### config.mk
export PLATFORM = sky130hd
export DESIGN_NAME = switch_cfg_arbiter_flat
export DESIGN_NICKNAME = d
export VERILOG_FILES = /design/src/rtl/switch_cfg_arbiter_pkg.sv /design/src/rtl/switch_cfg_arbiter_if.sv /design/src/rtl/switch_cfg_arbiter_rr_arbiter.sv /design/src/rtl/switch_cfg_arbiter.sv /design/src/flat_wrapper.sv
export SDC_FILE = /design/constraint.sdc
export NUM_CORES = 1
export LEC_CHECK = 0
export CELL_PAD_IN_SITES_DETAIL_PLACEMENT = 1
export CELL_PAD_IN_SITES_GLOBAL_PLACEMENT = 1
export CORE_UTILIZATION = 29
export CTS_CLUSTER_SIZE = 30
export DETAILED_ROUTE_END_ITERATION = 16
export PLACE_DENSITY_LB_ADDON = 0.08
export RECOVER_POWER = 50
export SYNTH_ARGS = -nofsm -noshare
export SYNTH_HDL_FRONTEND = slang
export SYNTH_SLANG_ARGS = --single-unit
### constraint.sdc
create_clock -name clk -period 7.1 [get_ports clk]
set_clock_uncertainty 0.05 [all_clocks]
set_input_delay 0.71 -clock clk [delete_from_list [all_inputs] [get_ports clk]]
set_output_delay 0.71 -clock clk [all_outputs]
set_load 0.005 [all_outputs]
### src/rtl/switch_cfg_arbiter_pkg.sv
// Shared types and address map for the switch-config arbiter.
// Optional read-back support is enabled with SWITCH_CFG_READBACK_EN.
package switch_cfg_arbiter_pkg;

  localparam int NODE_ID_W = 4;
  typedef logic [NODE_ID_W-1:0] node_id_t;

  typedef enum logic [1:0] {
    CFG_OK       = 2'd0,
    CFG_BAD_ADDR = 2'd1,
    CFG_RD_OK    = 2'd2
  } cfg_status_e;

  typedef enum logic [1:0] {
    IDLE  = 2'd0,
    WRITE = 2'd1,
    RESP  = 2'd2
  } cfg_arb_state_e;

  localparam logic [7:0] CFG_ADDR_RT_LO    = 8'h01;
  localparam logic [7:0] CFG_ADDR_RT_HI    = 8'h0F;
  localparam logic [7:0] CFG_ADDR_DATELINE = 8'h15;

  // Route LUT entries plus the single dateline register are writable.
  function automatic logic cfg_addr_valid(input logic [31:0] addr);
    return ((addr >= 32'(CFG_ADDR_RT_LO)) && (addr <= 32'(CFG_ADDR_RT_HI))) ||
           (addr == 32'(CFG_ADDR_DATELINE));
  endfunction

endpackage

### src/rtl/switch_cfg_arbiter_if.sv
// Request / reg-bank / response bundle between input buffers and the config arbiter.
// SWITCH_CFG_READBACK_EN adds the read request and bank read-back signals.
interface switch_cfg_arbiter_if
  import switch_cfg_arbiter_pkg::*;
#(
  parameter int NUM_BUFFERS = 4,
  parameter int ADDR_W      = 8,
  parameter int DATA_W      = 15
);

  logic     [NUM_BUFFERS-1:0]             req_valid;
  logic     [NUM_BUFFERS-1:0][ADDR_W-1:0] req_addr;
  logic     [NUM_BUFFERS-1:0][DATA_W-1:0] req_data;
  node_id_t [NUM_BUFFERS-1:0]             req_src;
  logic     [NUM_BUFFERS-1:0]             req_ready;

  logic              wr_en;
  logic [ADDR_W-1:0] wr_addr;
  logic [DATA_W-1:0] wr_data;

  logic              resp_valid;
  logic              resp_ready;
  node_id_t          resp_dest;
  logic [ADDR_W-1:0] resp_addr;
  cfg_status_e       resp_status;
  logic              busy;

`ifdef SWITCH_CFG_READBACK_EN
  logic [NUM_BUFFERS-1:0] req_rd;
  logic [ADDR_W-1:0]      rd_addr;
  logic [DATA_W-1:0]      rd_data;
  logic [DATA_W-1:0]      resp_data;

  modport master (
    output req_valid, req_addr, req_data, req_src, req_rd, resp_ready, rd_data,
    input  req_ready, wr_en, wr_addr, wr_data, resp_valid, resp_dest, resp_addr,
           resp_status, busy, rd_addr, resp_data
  );

  modport slave (
    input  req_valid, req_addr, req_data, req_src, req_rd, resp_ready, rd_data,
    output req_ready, wr_en, wr_addr, wr_data, resp_valid, resp_dest, resp_addr,
           resp_status, busy, rd_addr, resp_data
  );
`else
  modport master (
    output req_valid, req_addr, req_data, req_src, resp_ready,
    input  req_ready, wr_en, wr_addr, wr_data, resp_valid, resp_dest, resp_addr,
           resp_status, busy
  );

  modport slave (
    input  req_valid, req_addr, req_data, req_src, resp_ready,
    output req_ready, wr_en, wr_addr, wr_data, resp_valid, resp_dest, resp_addr,
           resp_status, busy
  );
`endif

endinterface

### src/rtl/switch_cfg_arbiter_rr_arbiter.sv
// Round-robin arbiter: first requester at or after ptr wins, wrapping N-1 -> 0.
// Purely combinational so switch output allocators can reuse it.
module rr_arbiter #(
  parameter int N = 4,
  localparam int IDX_W = (N > 1) ? $clog2(N) : 1
) (
  input  logic [N-1:0]     req,
  input  logic [IDX_W-1:0] ptr,
  output logic [N-1:0]     grant,
  output logic [IDX_W-1:0] idx,
  output logic             any
);

  always_comb begin : scan
    int               k;
    logic [IDX_W-1:0] kk;
    grant = '0;
    idx   = '0;
    any   = 1'b0;
    k     = 0;
    kk    = '0;
    for (int i = 0; i < N; i++) begin
      // Wrap by subtraction so non-power-of-2 N never indexes past N-1.
      k = int'(ptr) + i;
      if (k >= N) k = k - N;
      kk = IDX_W'(k);
      if (!any && req[kk]) begin
        any       = 1'b1;
        grant[kk] = 1'b1;
        idx       = kk;
      end
    end
  end

endmodule

### src/rtl/switch_cfg_arbiter.sv
// Serialises switch-config requests from the input buffers onto the reg-bank write port.
// Optional read-back path compiled in with SWITCH_CFG_READBACK_EN.
//
//   state | meaning
//   IDLE  | waiting; grants one requester and latches its request
//   WRITE | one-cycle reg-bank access (write strobe or read capture)
//   RESP  | response held until resp_ready, then rr_ptr advances past the winner
module switch_cfg_arbiter
  import switch_cfg_arbiter_pkg::*;
#(
  parameter int NUM_BUFFERS = 4,
  parameter int ADDR_W      = 8,
  parameter int DATA_W      = 15
) (
  input logic                 clk,
  input logic                 n_rst,
  switch_cfg_arbiter_if.slave bus
);

  localparam int               IDX_W    = (NUM_BUFFERS > 1) ? $clog2(NUM_BUFFERS) : 1;
  localparam logic [IDX_W-1:0] LAST_IDX = IDX_W'(NUM_BUFFERS - 1);

  cfg_arb_state_e    state;
  logic [IDX_W-1:0]  rr_ptr;
  logic [IDX_W-1:0]  lat_idx;
  logic [ADDR_W-1:0] lat_addr;
  logic [DATA_W-1:0] lat_data;
  node_id_t          lat_src;
  logic              lat_ok;
  logic              wr_en_q;
  logic              resp_valid_q;
  cfg_status_e       status_q;
  logic              busy_q;

  logic [NUM_BUFFERS-1:0] gnt_onehot;
  logic [IDX_W-1:0]       gnt_idx;
  logic                   gnt_any;
  logic                   acc_ok;
  logic                   acc_rd;

`ifdef SWITCH_CFG_READBACK_EN
  logic              lat_rd;
  logic [DATA_W-1:0] resp_data_q;
`endif

  rr_arbiter #(.N(NUM_BUFFERS)) u_rr (
    .req   (bus.req_valid),
    .ptr   (rr_ptr),
    .grant (gnt_onehot),
    .idx   (gnt_idx),
    .any   (gnt_any)
  );

  // Accept pulse is combinational so the requester sees it in the grant cycle.
  assign bus.req_ready = (state == IDLE) ? gnt_onehot : '0;

  always_comb begin
    acc_ok = cfg_addr_valid(32'(bus.req_addr[gnt_idx]));
`ifdef SWITCH_CFG_READBACK_EN
    acc_rd = bus.req_rd[gnt_idx];
`else
    acc_rd = 1'b0;
`endif
  end

  always_ff @(posedge clk or negedge n_rst) begin
    if (!n_rst) begin
      state        <= IDLE;
      rr_ptr       <= '0;
      lat_idx      <= '0;
      lat_addr     <= '0;
      lat_data     <= '0;
      lat_src      <= '0;
      lat_ok       <= 1'b0;
      wr_en_q      <= 1'b0;
      resp_valid_q <= 1'b0;
      status_q     <= CFG_OK;
      busy_q       <= 1'b0;
`ifdef SWITCH_CFG_READBACK_EN
      lat_rd       <= 1'b0;
      resp_data_q  <= '0;
`endif
    end else begin
      case (state)
        IDLE: begin
          if (gnt_any) begin
            lat_idx  <= gnt_idx;
            lat_addr <= bus.req_addr[gnt_idx];
            lat_data <= bus.req_data[gnt_idx];
            lat_src  <= bus.req_src[gnt_idx];
            lat_ok   <= acc_ok;
            wr_en_q  <= acc_ok && !acc_rd;
            busy_q   <= 1'b1;
            state    <= WRITE;
`ifdef SWITCH_CFG_READBACK_EN
            lat_rd   <= acc_rd;
`endif
          end
        end
        WRITE: begin
          wr_en_q      <= 1'b0;
          resp_valid_q <= 1'b1;
          state        <= RESP;
`ifdef SWITCH_CFG_READBACK_EN
          if (!lat_ok) begin
            status_q    <= CFG_BAD_ADDR;
            resp_data_q <= '0;
          end else if (lat_rd) begin
            status_q    <= CFG_RD_OK;
            resp_data_q <= bus.rd_data;
          end else begin
            status_q    <= CFG_OK;
            resp_data_q <= '0;
          end
`else
          status_q     <= lat_ok ? CFG_OK : CFG_BAD_ADDR;
`endif
        end
        RESP: begin
          if (bus.resp_ready) begin
            resp_valid_q <= 1'b0;
            busy_q       <= 1'b0;
            rr_ptr       <= (lat_idx == LAST_IDX) ? '0 : lat_idx + IDX_W'(1);
            state        <= IDLE;
          end
        end
        default: state <= IDLE;
      endcase
    end
  end

  assign bus.wr_en       = wr_en_q;
  assign bus.wr_addr     = lat_addr;
  assign bus.wr_data     = lat_data;
  assign bus.resp_valid  = resp_valid_q;
  assign bus.resp_dest   = lat_src;
  assign bus.resp_addr   = lat_addr;
  assign bus.resp_status = status_q;
  assign bus.busy        = busy_q;
`ifdef SWITCH_CFG_READBACK_EN
  assign bus.rd_addr     = lat_addr;
  assign bus.resp_data   = resp_data_q;
`endif

endmodule
### src/flat_wrapper.sv
// flat-port wrapper written by rule: the top's interface ports become plain ports
module switch_cfg_arbiter_flat import switch_cfg_arbiter_pkg::*;
#(
  parameter int NUM_BUFFERS = 4,
  parameter int ADDR_W      = 8,
  parameter int DATA_W      = 15
)
  (clk, n_rst, bus_req_valid, bus_req_addr, bus_req_data, bus_req_src, bus_resp_ready, bus_req_ready, bus_wr_en, bus_wr_addr, bus_wr_data, bus_resp_valid, bus_resp_dest, bus_resp_addr, bus_resp_status, bus_busy);
  switch_cfg_arbiter_if #(.NUM_BUFFERS(NUM_BUFFERS), .ADDR_W(ADDR_W), .DATA_W(DATA_W)) bus_i ();
  input logic clk;
  input logic n_rst;
  input wire logic [$bits(bus_i.req_valid)-1:0] bus_req_valid;
  input wire logic [$bits(bus_i.req_addr)-1:0] bus_req_addr;
  input wire logic [$bits(bus_i.req_data)-1:0] bus_req_data;
  input wire logic [$bits(bus_i.req_src)-1:0] bus_req_src;
  input wire logic [$bits(bus_i.resp_ready)-1:0] bus_resp_ready;
  output wire logic [$bits(bus_i.req_ready)-1:0] bus_req_ready;
  output wire logic [$bits(bus_i.wr_en)-1:0] bus_wr_en;
  output wire logic [$bits(bus_i.wr_addr)-1:0] bus_wr_addr;
  output wire logic [$bits(bus_i.wr_data)-1:0] bus_wr_data;
  output wire logic [$bits(bus_i.resp_valid)-1:0] bus_resp_valid;
  output wire logic [$bits(bus_i.resp_dest)-1:0] bus_resp_dest;
  output wire logic [$bits(bus_i.resp_addr)-1:0] bus_resp_addr;
  output wire logic [$bits(bus_i.resp_status)-1:0] bus_resp_status;
  output wire logic [$bits(bus_i.busy)-1:0] bus_busy;
  assign bus_i.req_valid = bus_req_valid;
  assign bus_i.req_addr = bus_req_addr;
  assign bus_i.req_data = bus_req_data;
  assign bus_i.req_src = bus_req_src;
  assign bus_i.resp_ready = bus_resp_ready;
  assign bus_req_ready = bus_i.req_ready;
  assign bus_wr_en = bus_i.wr_en;
  assign bus_wr_addr = bus_i.wr_addr;
  assign bus_wr_data = bus_i.wr_data;
  assign bus_resp_valid = bus_i.resp_valid;
  assign bus_resp_dest = bus_i.resp_dest;
  assign bus_resp_addr = bus_i.resp_addr;
  assign bus_resp_status = bus_i.resp_status;
  assign bus_busy = bus_i.busy;
  switch_cfg_arbiter #(.NUM_BUFFERS(NUM_BUFFERS), .ADDR_W(ADDR_W), .DATA_W(DATA_W)) u_core (.clk(clk), .n_rst(n_rst), .bus(bus_i));
endmodule
; Word-level counts from Yosys, hierarchy flattened
; Index checks and enable logic that the tools add are counted.
[word_totals]
register_bits = 39
in_bits = 115
output_inout_bits = 44
elab_cells = 115
[op_classes]
n_addsub = 8
magnitude_cmp = 15
eq_ne = 6
n_mux = 50
n_bitwise = 3
reduce_logical = 22
[ops]
columns = op, n
row1 = $bmux W15 S2, 1
row2 = $mux W4, 6
row3 = $mux W2, 11
row4 = $bmux W8 S2, 1
row5 = $mux W1, 16
row6 = $lt A2 B3 Y1 const B, 5
row7 = $mux W15, 1
row8 = $or A4 B4 Y4, 3
row9 = $reduce_and A2 Y1, 5
row10 = $ge A3 B3 Y1 const B, 3
row11 = $bmux W1 S2, 4
row12 = $bmux W4 S2, 1
row13 = $demux W1 S2, 4
row14 = $eq A8 B5 Y1 const B, 1
row15 = $ge A2 B1 Y1 const B, 4
row16 = $ge A8 B1 Y1 const B, 1
row17 = $le A8 B4 Y1 const B, 1
row18 = $logic_and A1 B1 Y1, 8
row19 = $mux W8, 1
row20 = $sub A2 B1 Y2 const B, 4
row21 = $add A2 B2 Y3 const B, 2
row22 = $pmux W1 S2, 3
row23 = $pmux W2 S3, 1
row24 = $reduce_bool A2 Y1, 3
row25 = 11 further kinds, 14

; Longest topological paths before layout
; Gate-level depths: netlist of run 1.
[depth]
word_depth = 21
ltp_mapped = 14
depth_no_buf = 10

; Cells and area by module
; A second synthesis of run 1 with hierarchy kept.
[unflattened]
hier_cells = 194
hier_area_um2 = 2647.5
[by_module_without_submodules]
columns = module, instances, cells_per_inst, area_per_inst_um2, seq_area_each_um2
row1 = switch_cfg_arbiter, 1, 149, 2225.9, 950.9
row2 = rr_arbiter, 1, 45, 421.7, 0.0

; Worst setup path before layout of run 1
; No wires, ideal clock.
[synth_path]
kind = reg2reg
startpoint = reg u_core.rr_ptr[0]
endpoint = reg u_core.wr_en_q (netlist: u_core.bus.wr_en)
arrival_time_ns = 3.245
slack_ns = 3.732
path_stages_with_launch = 13
n_path_buf = 3
cell_sequence = dfrtp_1 -> buf_6 -> inv_1 -> ha_1 -> clkbuf_1 -> mux2_2 -> o21ba_1 -> o21ai_1 -> buf_2 -> o311ai_1 -> a31o_1 -> a2111o_1 -> a21boi_2
[synth_between]
elab_chain_len = 21
[synth_rtl]
columns = element, line_no
row1 = start: declaration, switch_cfg_arbiter.sv:24  ; logic [IDX_W-1:0] rr_ptr;
row2 = start signal: assignment, switch_cfg_arbiter.sv:123  ; rr_ptr <= (lat_idx == LAST_IDX) ? '0 : lat_idx + IDX_W'(1);
row3 = branches (longest 21 deep; another with $add A2 B1 Y3), n/a
row4 = end signal: assignment, switch_cfg_arbiter.sv:92  ; wr_en_q <= acc_ok && !acc_rd;
row5 = end: declaration, switch_cfg_arbiter.sv:30  ; logic wr_en_q;
; Parallel ways; which one is timed is not known. The select of a mux whose other input is x is not followed.
; A chain may end at the register's enable or synchronous reset.

; Worst setup path after layout of run 1
; Ends and elaborated chain as after synthesis.

==> results of run 1 <==
==> layer usage <==
layer / share of wire [%] / track usage, %
met1: 43 / 24.6
met3: 7.3 / 5.58
met2: 49 / 35.2
met4: 1.5 / 6.50
met5: 0 / 0
==> path summary, 6_finish.rpt <==
check / slack [ps] / to / startpoint / cells after the start
setup / recovery: 2170 / u_core.bus.wr_en / u_core.rr_ptr[0] / 10
setup reg to reg: 2170 / u_core.bus.wr_en / u_core.rr_ptr[0] / 10
min in group asynchronous: 990 / u_core.bus.resp_addr[1] / n_rst / 1
hold reg to reg: 430 / u_core.bus.wr_data[1] / u_core.bus.wr_data[1] / 2
hold / removal: 430 / u_core.bus.wr_data[1] / u_core.bus.wr_data[1] / 2
max in group asynchronous: 4760 / u_core.bus.wr_data[10] / n_rst / 1
==> cells by family (layout without fill, tap and decap cells) <==
family,Yosys count,after routing
buf+inv,42,172
flops,38,38
compound gates,56,56
fa+ha+maj,9,9
other cells,1,1
mux,17,17
simple gates,239,239
==> per-stage QoR <==
stage / cell area (µm²) / instances / utilization (%)
3_5_place_dp: 4540 / 657 / 46.0
6_report: 4630 / 665 / 47.0
5_1_grt: 4630 / 665 / 47.0
4_1_cts: 4640 / 665 / 47.0
2_1_floorplan: 2970 / 402 / -
3_3_place_gp: 4540 / 657 / 46.0
==> cell type report <==
| cell class | instances | area [µm²] |
|---|---|---|
| clock buffers | 6 | 82.6 |
| clock inverters | 2 | 12.5 |
| fillers | 1190 | 5230 |
| inverters | 4 | 15.0 |
| multi-input cells | 322 | 1820 |
| flip-flops and latches | 38 | 951 |
| well taps | 133 | 166 |
| repair buffers | 160 | 1590 |
==> layout by cell type (no fill, tap or decap), types with 5 or more instances in the layout <==
master,count
o21ai_0,16
a211oi_1,5
nand3_1,63
ha_1,9
dlygate4sd3_1,17
clkdlybuf4s50_1,139
clkbuf_8,6
nor2_1,11
dfrtp_1,38
nand2_1,144
mux2i_1,9
==> power breakdown <==
part | switching (mW) | internal [mW] | leakage, nW
Clock | 0.0815 | 0.0781 | 0.0472
Combinational | 0.785 | 0.621 | 1.48
Sequential | 0.0941 | 0.328 | 0.463
==> worst max-delay path, cell delays in order, from the launching register on <==
cell	delay, ps
dfrtp_1	690
inv_1	220
ha_1	600
mux4_2	500
nor2_4	180
nor4b_4	510
or2_2	860
mux4_2	470
a31o_1	210
a2111o_1	440
a21boi_2	130
==> registers in the layout, indices dropped and copies added, names as in the netlist, 2 cells and up <==
register	count
u_core.rr_ptr	2
u_core.bus.resp_addr	8
u_core.lat_idx	2
u_core.bus.resp_dest	4
u_core.state	2
u_core.bus.wr_data	15
==> results.sh, run 1 <==
export IMPL_status="finished with violations"
export IMPL_violations="max-capacitance violations, max-slew violations"
export IMPL_fin_tns_setup_ps=0
export IMPL_via_per_inst=5.03
export IMPL_cts_num_sinks=38
export IMPL_synth_top_cell_area_share_pct=32.0
export IMPL_synthSimpleGateAreaFrac_pct=35.8
export IMPL_routed_wl_um=10600
export IMPL_routedWlPerCell_um=15.9
export IMPL_fin_crit_ps=4930
export IMPL_arrival_ps=5100
export IMPL_ys_flop_type="dfrtp_1"
export IMPL_die_w_um=103
export IMPL_syn_avg_cell_area_um2=7.39
export IMPL_synth_compound_area_share_pct=13.6
export IMPL_ir_drop_mv=0.176
export IMPL_drive_above_1_share_pct=4.89
export IMPL_grt_pass1_wl_um=16500
export IMPL_clock_tree_buffer_depth=2
export IMPL_timing_final_crit_share_pct=69.4
export IMPL_crit_fanout=51
export IMPL_cts_resized=0
export IMPL_start_util_pct=30.1
export IMPL_dieArea_um2=10700
export IMPL_dp_hpwl_um=7930
export IMPL_hold_viol_final=0
export IMPL_synth_adder_area_share_pct=3.79
export IMPL_setup_slack_ps=2170
export IMPL_synthTopCellsByCount="nand2_1, nand3_1, dfrtp_1, o21ai_0, clkbuf_1"
export IMPL_io_pin_count=159
export IMPL_synth_top_family_by_area="simple AND/OR/NAND/NOR gates"
export IMPL_holdWs_ps=427
export IMPL_final_antenna_net_count=0
export IMPL_grt_overflow_total=0
export IMPL_coreArea_um2=9860
export IMPL_setup_viol=0
export IMPL_synthMuxAreaShare_pct=7.58
export IMPL_yosys_area_top_type="dfrtp_1"
export IMPL_clkLatencyLatePin_ps=290
export IMPL_synth_cell_types=49
export IMPL_synthMostInstantiatedCell="nand2_1"
export IMPL_die_h_um=103
export IMPL_max_slew_margin_pct=-45.1
export IMPL_crit_type="flop to flop"
export IMPL_cts_setup_buffers=0
export IMPL_syn_area_um2=2970
export IMPL_finalMaxSlewViolations=39
export IMPL_cts_buffers=5
export IMPL_synthCells=402
export IMPL_syn_to_final_growth_pct=56.0
export IMPL_required_ps=7270
export IMPL_async_flop_share_pct=100
export IMPL_antenna_found_initial=0
export IMPL_synth_edf_count=0
export IMPL_powerDensity_nw_per_um2=429
export IMPL_num_vias=3344
export IMPL_drc=0
export IMPL_finalPower_mw=1.99
export IMPL_max_cap_violations=1
export IMPL_rsz0062_at_grt="no"
export IMPL_syn_num_nets=526
export IMPL_cp_end_kind="flop"
export IMPL_yosys_warnings=0
export IMPL_layout_nets=655
export IMPL_ys_seq_elements=38
export IMPL_cts_tree="built"
export IMPL_grt_pass1_vias=3427
export IMPL_drt_iter0_drc=64
export IMPL_clk_transition_reported_paths_ps=80
export IMPL_first_pass_iters=4
export IMPL_grt_usage_pct=20.3
export IMPL_yosys_top_cells_area="dfrtp_1, nand2_1, nand3_1"
export IMPL_crit_path_start_kind="flop"
export IMPL_p_leak_nw=1.99
export IMPL_place_congestion=0.778
export IMPL_ctsRootBufferMaster="clkbuf_8"
export IMPL_hp_class="flop to flop"
export IMPL_ys_seq_area_share_pct=32.0
export IMPL_fmax_mhz=203
export IMPL_hold_buffers=0
export IMPL_tightest_slew_ps=2180
export IMPL_h_tree_depth=2
export IMPL_pre_cts_ws_ps=2150
export IMPL_synth_xor_area_share_pct=0
export IMPL_grt_max_degree=52
export IMPL_n_antenna_cell=0
export IMPL_io_buffers=157
export IMPL_rows=36
Note: power is estimated with default switching activity, not from simulation.
==> run 2: changes to the inputs <==
--- a/config.mk
+++ b/config.mk
@@ -7,7 +7,7 @@
 export LEC_CHECK = 0
 export CELL_PAD_IN_SITES_DETAIL_PLACEMENT = 1
 export CELL_PAD_IN_SITES_GLOBAL_PLACEMENT = 1
-export CORE_UTILIZATION = 29
+export CORE_UTILIZATION = 27
 export CTS_CLUSTER_SIZE = 30
 export DETAILED_ROUTE_END_ITERATION = 16
 export PLACE_DENSITY_LB_ADDON = 0.08
==> constraint.sdc (replaced) <==
create_clock -name clk -period 4.8 [get_ports clk]
set_clock_uncertainty 0.05 [all_clocks]
set_input_delay 0.48 -clock clk [delete_from_list [all_inputs] [get_ports clk]]
set_output_delay 0.48 -clock clk [all_outputs]
set_load 0.005 [all_outputs]
==> run 2 against run 1 <==
Against the previous run:
- the flow still finishes with violations (max-capacitance violations, max-slew violations)
- worst hold slack got worse by 1.0 ps
- fmax rose by 14%
- sequential cell count did not move
- sequential power rose by 43%
- combinational power rose by 52%
- sequential share of layout area fell by 0.21 points
- first-iteration DRC count rose by 38%
- final cell count rose by 1.1%
==> results.sh, run 2 (synthesis results as in run 1) <==
export IMPL_final_antenna_net_count=0
export IMPL_cts_num_sinks=38
export IMPL_die_w_um=107
export IMPL_status="finished with violations"
export IMPL_p_int_mw=1.58
export IMPL_drc=0
export IMPL_io_buffers=157
export IMPL_crit_chain="inv_1, ha_1, mux4_2, nor2_4, nor4b_4, or2_2, mux4_2, a31o_1, a2111o_1, a21boi_2"
export IMPL_dieArea_um2=11400
export IMPL_hold_buffers=0
export IMPL_crit_fanout=24
export IMPL_syn_to_final_growth_pct=57.6
export IMPL_ir_drop_mv=0.282
export IMPL_critPathTopFamily="simple AND/OR/NAND/NOR gates"
export IMPL_violations="max-capacitance violations, max-slew violations"
export IMPL_clkLatencyLatePin_ps=290
export IMPL_setup_slack_ps=469
export IMPL_cp_end_kind="flop"
export IMPL_rsz0062_at_grt="no"
export IMPL_final_area_um2=4680
export IMPL_swShare_pct=47.6
export IMPL_grt_pass1_vias=3406
export IMPL_layout_commonest_cell="nand2_1"
export IMPL_final_cells=672
export IMPL_finalMaxSlewViolations=39
export IMPL_cts_tree="built"
export IMPL_crit_type="flop to flop"
export IMPL_rows=37
export IMPL_clk_transition_reported_paths_ps=80
export IMPL_hp_class="flop to flop"
export IMPL_power_switching_mw=1.44
export IMPL_h_tree_depth=2
export IMPL_cts_resized=0
export IMPL_fmax_mhz=231
export IMPL_p_leak_nw=2.02
export IMPL_layout_nets=659
export IMPL_layout_common_cells="nand2_1, clkdlybuf4s50_1, nand3_1, dfrtp_1, dlygate4sd3_1"
export IMPL_dp_hpwl_um=7970
export IMPL_combinationalPowerShare_pct=70.9
export IMPL_via_per_inst=4.95
export IMPL_power_frac_clock_pct=9.1
export IMPL_ctsRootBufferMaster="clkbuf_8"
export IMPL_clock_tree_buffer_depth=2
export IMPL_drive_above_1_share_pct=5.60
export IMPL_hold_viol_final=0
export IMPL_arrival_ps=4500
export IMPL_n_antenna_cell=0
export IMPL_fin_crit_ps=4330
export IMPL_grt_pass1_wl_um=16900
export IMPL_num_fill_cells=1290
export IMPL_die_h_um=107
export IMPL_largest_reg_flops=15
export IMPL_path_buf_inv=1
export IMPL_first_pass_iters=4
export IMPL_pre_cts_ws_ps=437
export IMPL_required_ps=4970
export IMPL_max_slew_margin_pct=-44.7
export IMPL_slowest_stage="dfrtp_1"
export IMPL_grt_max_degree=45
export IMPL_coreArea_um2=10500
export IMPL_drt_iter0_drc=88
export IMPL_grt_usage_pct=18.8
export IMPL_placedCellCount=664
export IMPL_cts_setup_buffers=0
export IMPL_num_vias=3329
export IMPL_grt_overflow_total=0
export IMPL_powerDensity_nw_per_um2=645
export IMPL_pwr_share_seq_pct=20.0
export IMPL_tightest_slew_ps=2170
export IMPL_crit_path_start_kind="flop"
export IMPL_fin_tns_setup_ps=0
export IMPL_fin_util_pct=44.6
export IMPL_start_util_pct=28.3
export IMPL_timing_final_crit_share_pct=90.2
export IMPL_setup_viol=0
export IMPL_finalPower_mw=3.02
export IMPL_place_congestion=0.814
export IMPL_max_stage_delay_ps=580
export IMPL_crit_top_cell="mux4_2"
export IMPL_io_pin_count=159
export IMPL_antenna_found_initial=0
export IMPL_placed_area_um2=4570
export IMPL_routedWlPerCell_um=15.8
export IMPL_holdWs_ps=426
export IMPL_cts_buffers=5
export IMPL_routed_wl_um=10600
export IMPL_max_cap_violations=1
## run 2: path summary, 6_finish.rpt
kind	depth (start not counted)	from	end	slack, ps
max	10	u_core.rr_ptr[1]	u_core.bus.wr_en	470
max in group asynchronous	1	n_rst	u_core.bus.wr_data[0]	2690
min in group asynchronous	1	n_rst	u_core.bus.wr_data[6]	770
max reg2reg	10	u_core.rr_ptr[1]	u_core.bus.wr_en	470
min reg2reg	2	u_core.bus.wr_data[9]	u_core.bus.wr_data[9]	430
min	2	u_core.bus.wr_data[9]	u_core.bus.wr_data[9]	430
## run 2: power groups by stage
stage	Sequential, mW	Clock, mW	Combinational (mW)
final	0.604	0.274	2.14
after global routing	0.634	0.296	2.40
after CTS	0.614	0.284	2.20
after detailed placement	0.620	0	2.20
after global placement	0.609	0	2.15
after floorplan	0.595	0	1.40
## run 2: layer usage
layer  GRT usage, %  up-vias  wire, µm
met3           5.05        9       778
met2           32.9      107      5270
li1               -     1648         -
met5              0        -         0
met4           4.31        0       125
met1           22.9     1565      4430
## run 2: final cells by class
cell class	instances	area (µm²)	area share, %
Clock buffer	5	68.8	1.47
Clock inverter	3	40.0	0.855
Inverter	4	15.0	0.321
Multi-Input combinational cell	322	1820	38.9
Sequential cell	38	951	20.3
Tap cell	136	170	3.63
Timing Repair Buffer	164	1620	34.6
## run 2: tightest hold or removal path, stage by stage, from the launching register on
cell,delay (ps)
dfrtp_1,340
nand2_1,50
nand2_1,60
